<file path="config.mk">
export PLATFORM = sky130hd
export DESIGN_NAME = mdl_mskreg
export DESIGN_NICKNAME = d
export VERILOG_FILES = /design/src/rtl/mdl_mskreg_pkg.sv /design/src/rtl/mdl_mskreg_stg.sv /design/src/rtl/mdl_mskreg.sv
export SDC_FILE = /design/constraint.sdc
export NUM_CORES = 1
export LEC_CHECK = 0
export CORE_ASPECT_RATIO = 0.6
export CORE_UTILIZATION = 40
export CTS_BUF_LIST = sky130_fd_sc_hd__clkbuf_4 sky130_fd_sc_hd__clkbuf_8
export DETAILED_ROUTE_END_ITERATION = 7
export DONT_BUFFER_PORTS = 1
export HOLD_SLACK_MARGIN = 0.02
export PLACE_DENSITY = 0.66
export SLEW_MARGIN = 5
export SYNTH_ARGS = -nofsm -noshare
export SYNTH_HDL_FRONTEND = slang
export SYNTH_HIERARCHICAL = 1
export SYNTH_SLANG_ARGS = --single-unit
</file>
<file path="constraint.sdc">
create_clock -name i_MCLK -period 2.1 [get_ports i_MCLK]
set_input_delay 0.42 -clock i_MCLK [delete_from_list [all_inputs] [get_ports i_MCLK]]
set_output_delay 0.42 -clock i_MCLK [all_outputs]
set_load 0.01 [all_outputs]
</file>
<file path="src/rtl/mdl_mskreg_pkg.sv">
// Shared defaults and mode encoding for the bubble bootloop mask register.
package mdl_mskreg_pkg;

  localparam int unsigned MSK_W_DEF = 16;
  localparam int unsigned CNT_W_DEF = 5;

  // Value seen on i_4BEN_n
  typedef enum logic {
    MODE_4BIT = 1'b0,
    MODE_1BIT = 1'b1
  } mode_e;

  // Byte-index width of the staging buffer (never narrower than one bit)
  function automatic int unsigned ptr_width(input int unsigned msk_w);
    return (msk_w / 8 > 1) ? $clog2(msk_w / 8) : 1;
  endfunction

endpackage

</file>
<file path="src/rtl/mdl_mskreg_stg.sv">
// Byte-wise staging buffer for the next mask word: pointer, full flag and
// sticky overrun. A consume pulse frees the buffer in the same cycle.
module mdl_mskreg_stg
  import mdl_mskreg_pkg::*;
#(
  parameter int unsigned MSK_W = MSK_W_DEF
) (
  input  logic             clk_i,
  input  logic             rst_i,
  input  logic             en_i,
  input  logic             wr_i,
  input  logic [7:0]       din_i,
  input  logic             clr_i,
  input  logic             consume_i,
  output logic [MSK_W-1:0] word_o,
  output logic             full_o,
  output logic             ptr_o,
  output logic             overrun_o
);

  localparam int unsigned      PTR_W = ptr_width(MSK_W);
  localparam logic [PTR_W-1:0] LAST  = PTR_W'(MSK_W / 8 - 1);

  logic [MSK_W-1:0] stg_q, stg_d;
  logic [PTR_W-1:0] ptr_q, ptr_d;
  logic [PTR_W-1:0] wptr;
  logic             full_q, full_d;
  logic             ovr_q, ovr_d;
  logic             avail;

  always_comb begin
    stg_d  = stg_q;
    ptr_d  = ptr_q;
    full_d = full_q;
    ovr_d  = ovr_q;
    // A word consumed this cycle frees the buffer for a concurrent write at byte 0
    avail  = consume_i | ~full_q;
    wptr   = consume_i ? '0 : ptr_q;
    if (en_i) begin
      if (clr_i) begin
        ptr_d  = '0;
        full_d = 1'b0;
      end else begin
        if (consume_i) begin
          ptr_d  = '0;
          full_d = 1'b0;
        end
        if (wr_i) begin
          if (!avail) begin
            ovr_d = 1'b1;
          end else begin
            stg_d[{wptr, 3'b000} +: 8] = din_i;
            if (wptr == LAST) begin
              ptr_d  = '0;
              full_d = 1'b1;
            end else begin
              ptr_d = wptr + 1'b1;
            end
          end
        end
      end
    end
  end

  always_ff @(posedge clk_i) begin
    if (rst_i) begin
      stg_q  <= '0;
      ptr_q  <= '0;
      full_q <= 1'b0;
      ovr_q  <= 1'b0;
    end else begin
      stg_q  <= stg_d;
      ptr_q  <= ptr_d;
      full_q <= full_d;
      ovr_q  <= ovr_d;
    end
  end

  assign word_o    = stg_q;
  assign full_o    = full_q;
  assign ptr_o     = ptr_q[0];
  assign overrun_o = ovr_q;

endmodule

</file>
<file path="src/rtl/mdl_mskreg.sv">
// Bubble bootloop mask shift register: loads the staged word (or reuses the
// last one) and presents one bit or one nibble per shift strobe.
module mdl_mskreg
  import mdl_mskreg_pkg::*;
#(
  parameter int unsigned MSK_W = MSK_W_DEF,
  parameter int unsigned CNT_W = CNT_W_DEF
) (
  input  logic             i_MCLK,
  input  logic             i_RST,
  input  logic             i_CLK2M_PCEN_n,
  input  logic             i_4BEN_n,
  input  logic             i_MSKREG_SR_LD,
  input  logic             i_MSK_SHIFT,
  input  logic             i_STG_WR,
  input  logic [7:0]       i_STG_DIN,
  input  logic             i_STG_CLR,
  output logic             o_MSK_BIT,
  output logic [3:0]       o_MSK_NIB,
  output logic             o_STG_FULL,
  output logic             o_STG_PTR,
  output logic [CNT_W-1:0] o_BITS_LEFT,
  output logic             o_UNDERRUN,
  output logic             o_OVERRUN
);

  localparam logic [CNT_W-1:0] FULL_CNT = CNT_W'(MSK_W);
  localparam logic [CNT_W-1:0] NIB_CNT  = CNT_W'(4);

  logic             en;
  mode_e            mode;
  logic [MSK_W-1:0] stg_word;
  logic             stg_full;
  logic             consume;

  logic [MSK_W-1:0] sr_q, sr_d;
  logic [MSK_W-1:0] hold_q, hold_d;
  logic [CNT_W-1:0] bits_q, bits_d;
  logic             unf_q, unf_d;

  assign en      = ~i_CLK2M_PCEN_n;
  assign mode    = mode_e'(i_4BEN_n);
  assign consume = en & i_MSKREG_SR_LD & stg_full;

  mdl_mskreg_stg #(
    .MSK_W(MSK_W)
  ) u_stg (
    .clk_i     (i_MCLK),
    .rst_i     (i_RST),
    .en_i      (en),
    .wr_i      (i_STG_WR),
    .din_i     (i_STG_DIN),
    .clr_i     (i_STG_CLR),
    .consume_i (consume),
    .word_o    (stg_word),
    .full_o    (stg_full),
    .ptr_o     (o_STG_PTR),
    .overrun_o (o_OVERRUN)
  );

  always_comb begin
    sr_d   = sr_q;
    hold_d = hold_q;
    bits_d = bits_q;
    unf_d  = unf_q;
    if (en) begin
      if (i_MSKREG_SR_LD) begin
        // Load beats a same-cycle shift; an empty stage replays the held mask
        if (stg_full) begin
          sr_d   = stg_word;
          hold_d = stg_word;
        end else begin
          sr_d = hold_q;
        end
        bits_d = FULL_CNT;
      end else if (i_MSK_SHIFT) begin
        if (mode == MODE_1BIT) begin
          sr_d = {sr_q[MSK_W-2:0], 1'b0};
        end else begin
          sr_d = {sr_q[MSK_W-5:0], 4'b0000};
        end
        if (bits_q == '0) begin
          unf_d = 1'b1;
        end else if (mode == MODE_1BIT) begin
          bits_d = bits_q - 1'b1;
        end else if (bits_q < NIB_CNT) begin
          bits_d = '0;
        end else begin
          bits_d = bits_q - NIB_CNT;
        end
      end
    end
  end

  always_ff @(posedge i_MCLK) begin
    if (i_RST) begin
      sr_q   <= '0;
      hold_q <= '0;
      bits_q <= '0;
      unf_q  <= 1'b0;
    end else begin
      sr_q   <= sr_d;
      hold_q <= hold_d;
      bits_q <= bits_d;
      unf_q  <= unf_d;
    end
  end

  assign o_MSK_BIT   = sr_q[MSK_W-1];
  assign o_MSK_NIB   = sr_q[MSK_W-1 -: 4];
  assign o_STG_FULL  = stg_full;
  assign o_BITS_LEFT = bits_q;
  assign o_UNDERRUN  = unf_q;

endmodule

</file>
==> metrics <==
crit path kind register to register; Fin. Hold Viols 0; Yosys top cell area share 39.33%; Synth area leaders dfxtp_1 (39%), mux2i_1 (15%), nand2_1 (6.2%); top_reg_cell synth dfxtp_1; Peak VDD IR 0.0003397 V; Bufs on Longest Clock Path 2; register area share after synthesis 39.33%; largest net degree at the start of global routing 66; Post CTS Setup Buffer Count 0; Reg clk slew, reported paths 0.07 ns; Root Buffer clkbuf_8; EDFF count, synth 0; Core Box Area 6849 µm²; Final Power 2.195 mW; setup TNS 0 ns; post-synth top area cell dfxtp_1; pre-CTS setup slack 0.4863 ns; detailed placement HPWL 4081 µm; Final WS setup 0.4629 ns; Yosys reg bits 57; WP data required 2.36 ns; Worst setup EP type register; die width 112.0 µm; H-tree level count 3; Hold/Removal Path Class primary input to register; die footprint 7610 µm²; Inserted Diodes 0; DRT Pass-1 Iters 4; hold_sp i_RST; vias per inst 5.449; outcome finished, final reports clean; Setup crit start kind register; final worst path period need 1.637 ns; Top-Level Pins 30; power density over cell area 719.8 nW/µm²; layout cells sized above 1 9.846%; synth warn 6; first-pass GRT wire length 10410 µm; Top delay family on crit path simple AND/OR/NAND/NOR gates; GR Overflow Total 0; GP Congestion 0.7353; layout filler cell count 684; Syn Nets 352; die height 67.97 µm; Final period util 77.96%; Worst Tran Pin Value 0.6667 ns; worst skew pair latency 0.33 ns; Leak 1.152 nW; Via Count 2245; Slew HR 55.54%; clk_skew 0.005250 ns; CP max-delay cell dfxtp_1; Distinct cells, synth 44; Buf+Inv Stages, Crit Path 1; initial cell density of the core 42.36%; DRT iter0 DRCs 86; Port Buffers 0; max-cap check violation count 0; CTS tree done; drc violations 0; final setup vio count 0; FP Rows 23; gr usage total 17.50%; CP Max Fanout 8; drt wl/cell 14.85 µm; critical-path cell list inv_1, ha_1, nand3b_2, and3_1, nand3_1, a31oi_1; CTS resizes 0; Worst Hold Depth 1; slowest stage delay, CP 0.51 ns; WL final 6117 µm; RSZ-0062 raised after global routing false; CTS Buf Count 9; post-synthesis async set-or-reset flop share 0%; Mapped Area 2902 µm²; hold buffer count at cts 0; post-route ant nets 0; most frequent cell after synthesis dfxtp_1; vias in the first global route 2218; Worst EP arrival 1.90 ns; initial antenna violation count 0; Layout Utilization 44.52%; Peak Freq 610.8 MHz; Layout area overhead 5.088%; number of stages on the worst setup path 6; Nets 339; Post-synth top cells dfxtp_1 (57), nand2_1 (48), mux2i_1 (44), nand3_1 (27), nand2b_1 (26); CTS sink cnt 57; Reg2Reg Depth 6; Post-Syn Instances 334; Avg Cell Area, Syn 8.687 µm²; max-slew violations 0; Worst Setup SP o_BITS_LEFT[2]; RR Startpoint o_BITS_LEFT[2]
-- cells in the final DEF, fill, tap and decap left out, drive strengths merged, types with 2 or more instances in the layout --
| cell type | netlist | layout |
|---|---|---|
| o311a | 2 | 2 |
| dfxtp | 57 | 57 |
| mux2i | 44 | 44 |
| mux2 | 3 | 3 |
| clkinv | 0 | 4 |
| a21oi | 24 | 24 |
| a211oi | 6 | 6 |
| nand3 | 28 | 28 |
| nor4b | 2 | 2 |
| ha | 2 | 2 |
| o21ai | 5 | 5 |
| nand2 | 48 | 48 |
| clkbuf | 7 | 11 |
| nor3 | 4 | 4 |
| buf | 20 | 3 |
| inv | 11 | 11 |
| o21a | 2 | 2 |
| a31oi | 6 | 6 |
| a311oi | 4 | 4 |
| nor2 | 19 | 19 |
| nand2b | 26 | 26 |
-- power breakdown --
group          total (mW)  switching, mW  leakage, nW  internal [mW]
Sequential           1.15         0.0357        0.463           1.11
Clock               0.879          0.421       0.0921          0.458
Combinational       0.167         0.0894        0.597         0.0772
Total                2.19          0.546         1.15           1.65
-- registers in the layout, summed over array words and instances, names as in the netlist --
signal	count
hold_q	16
o_BITS_LEFT	5
o_UNDERRUN	1
sr_q	16
u_stg/full_o	1
u_stg/overrun_o	1
u_stg/ptr_o	1
u_stg/word_o	16
-- stage by stage --
stage          instance area, µm²  cells  hold WS, ns
2_1_floorplan                2902    334       0.4338
3_3_place_gp                 2884    397       0.4342
3_5_place_dp                 2884    397       0.4407
4_1_cts                      3049    412       0.1328
5_1_grt                      3049    412       0.1348
6_report                     3049    412       0.1605
-- worst paths after layout --
| check | endpoint | slack [ns] |
|---|---|---|
| hold reg to reg | hold_q[14] | 0.45 |
| setup reg to reg | o_BITS_LEFT[0] | 0.46 |
| setup / recovery | o_BITS_LEFT[0] | 0.46 |
| hold / removal | sr_q[13] | 0.16 |
-- worst reg2reg max path, stage by stage, from the launching register on --
cell	delay [ns]
dfxtp_1	0.51
inv_1	0.11
ha_1	0.25
nand3b_2	0.18
and3_1	0.26
nand3_1	0.09
a31oi_1	0.16
-- final cells by class --
type | count | area (µm²) | area share [%]
multi-input combinational | 239 | 1558 | 51.09
sequential | 57 | 1141 | 37.42
clock buffer | 11 | 145.1 | 4.760
tap | 87 | 108.9 | 3.570
inverter | 11 | 41.29 | 1.354
timing repair buffer | 3 | 35.03 | 1.149
clock inverter | 4 | 20.02 | 0.6565
-- kinds of logic (layout without fill, tap and decap cells) --
logic type,after synthesis,after routing,synth area share (%)
AND/OR/NAND/NOR,133,133,23.50
buffers and inverters,38,29,6.986
AO/OA/AOI/OAI,57,57,12.98
multiplexers,47,47,16.34
adder cells (fa/ha/maj),2,2,0.8623
flip-flops,57,57,39.33
-- per-layer routing --
layer	track usage, %	wire length, µm
met1	22.78	3213
met2	27.48	2587
met3	6.023	285
met4	5.667	30
met5	0	0
Note: power is estimated with default switching activity, not from simulation.
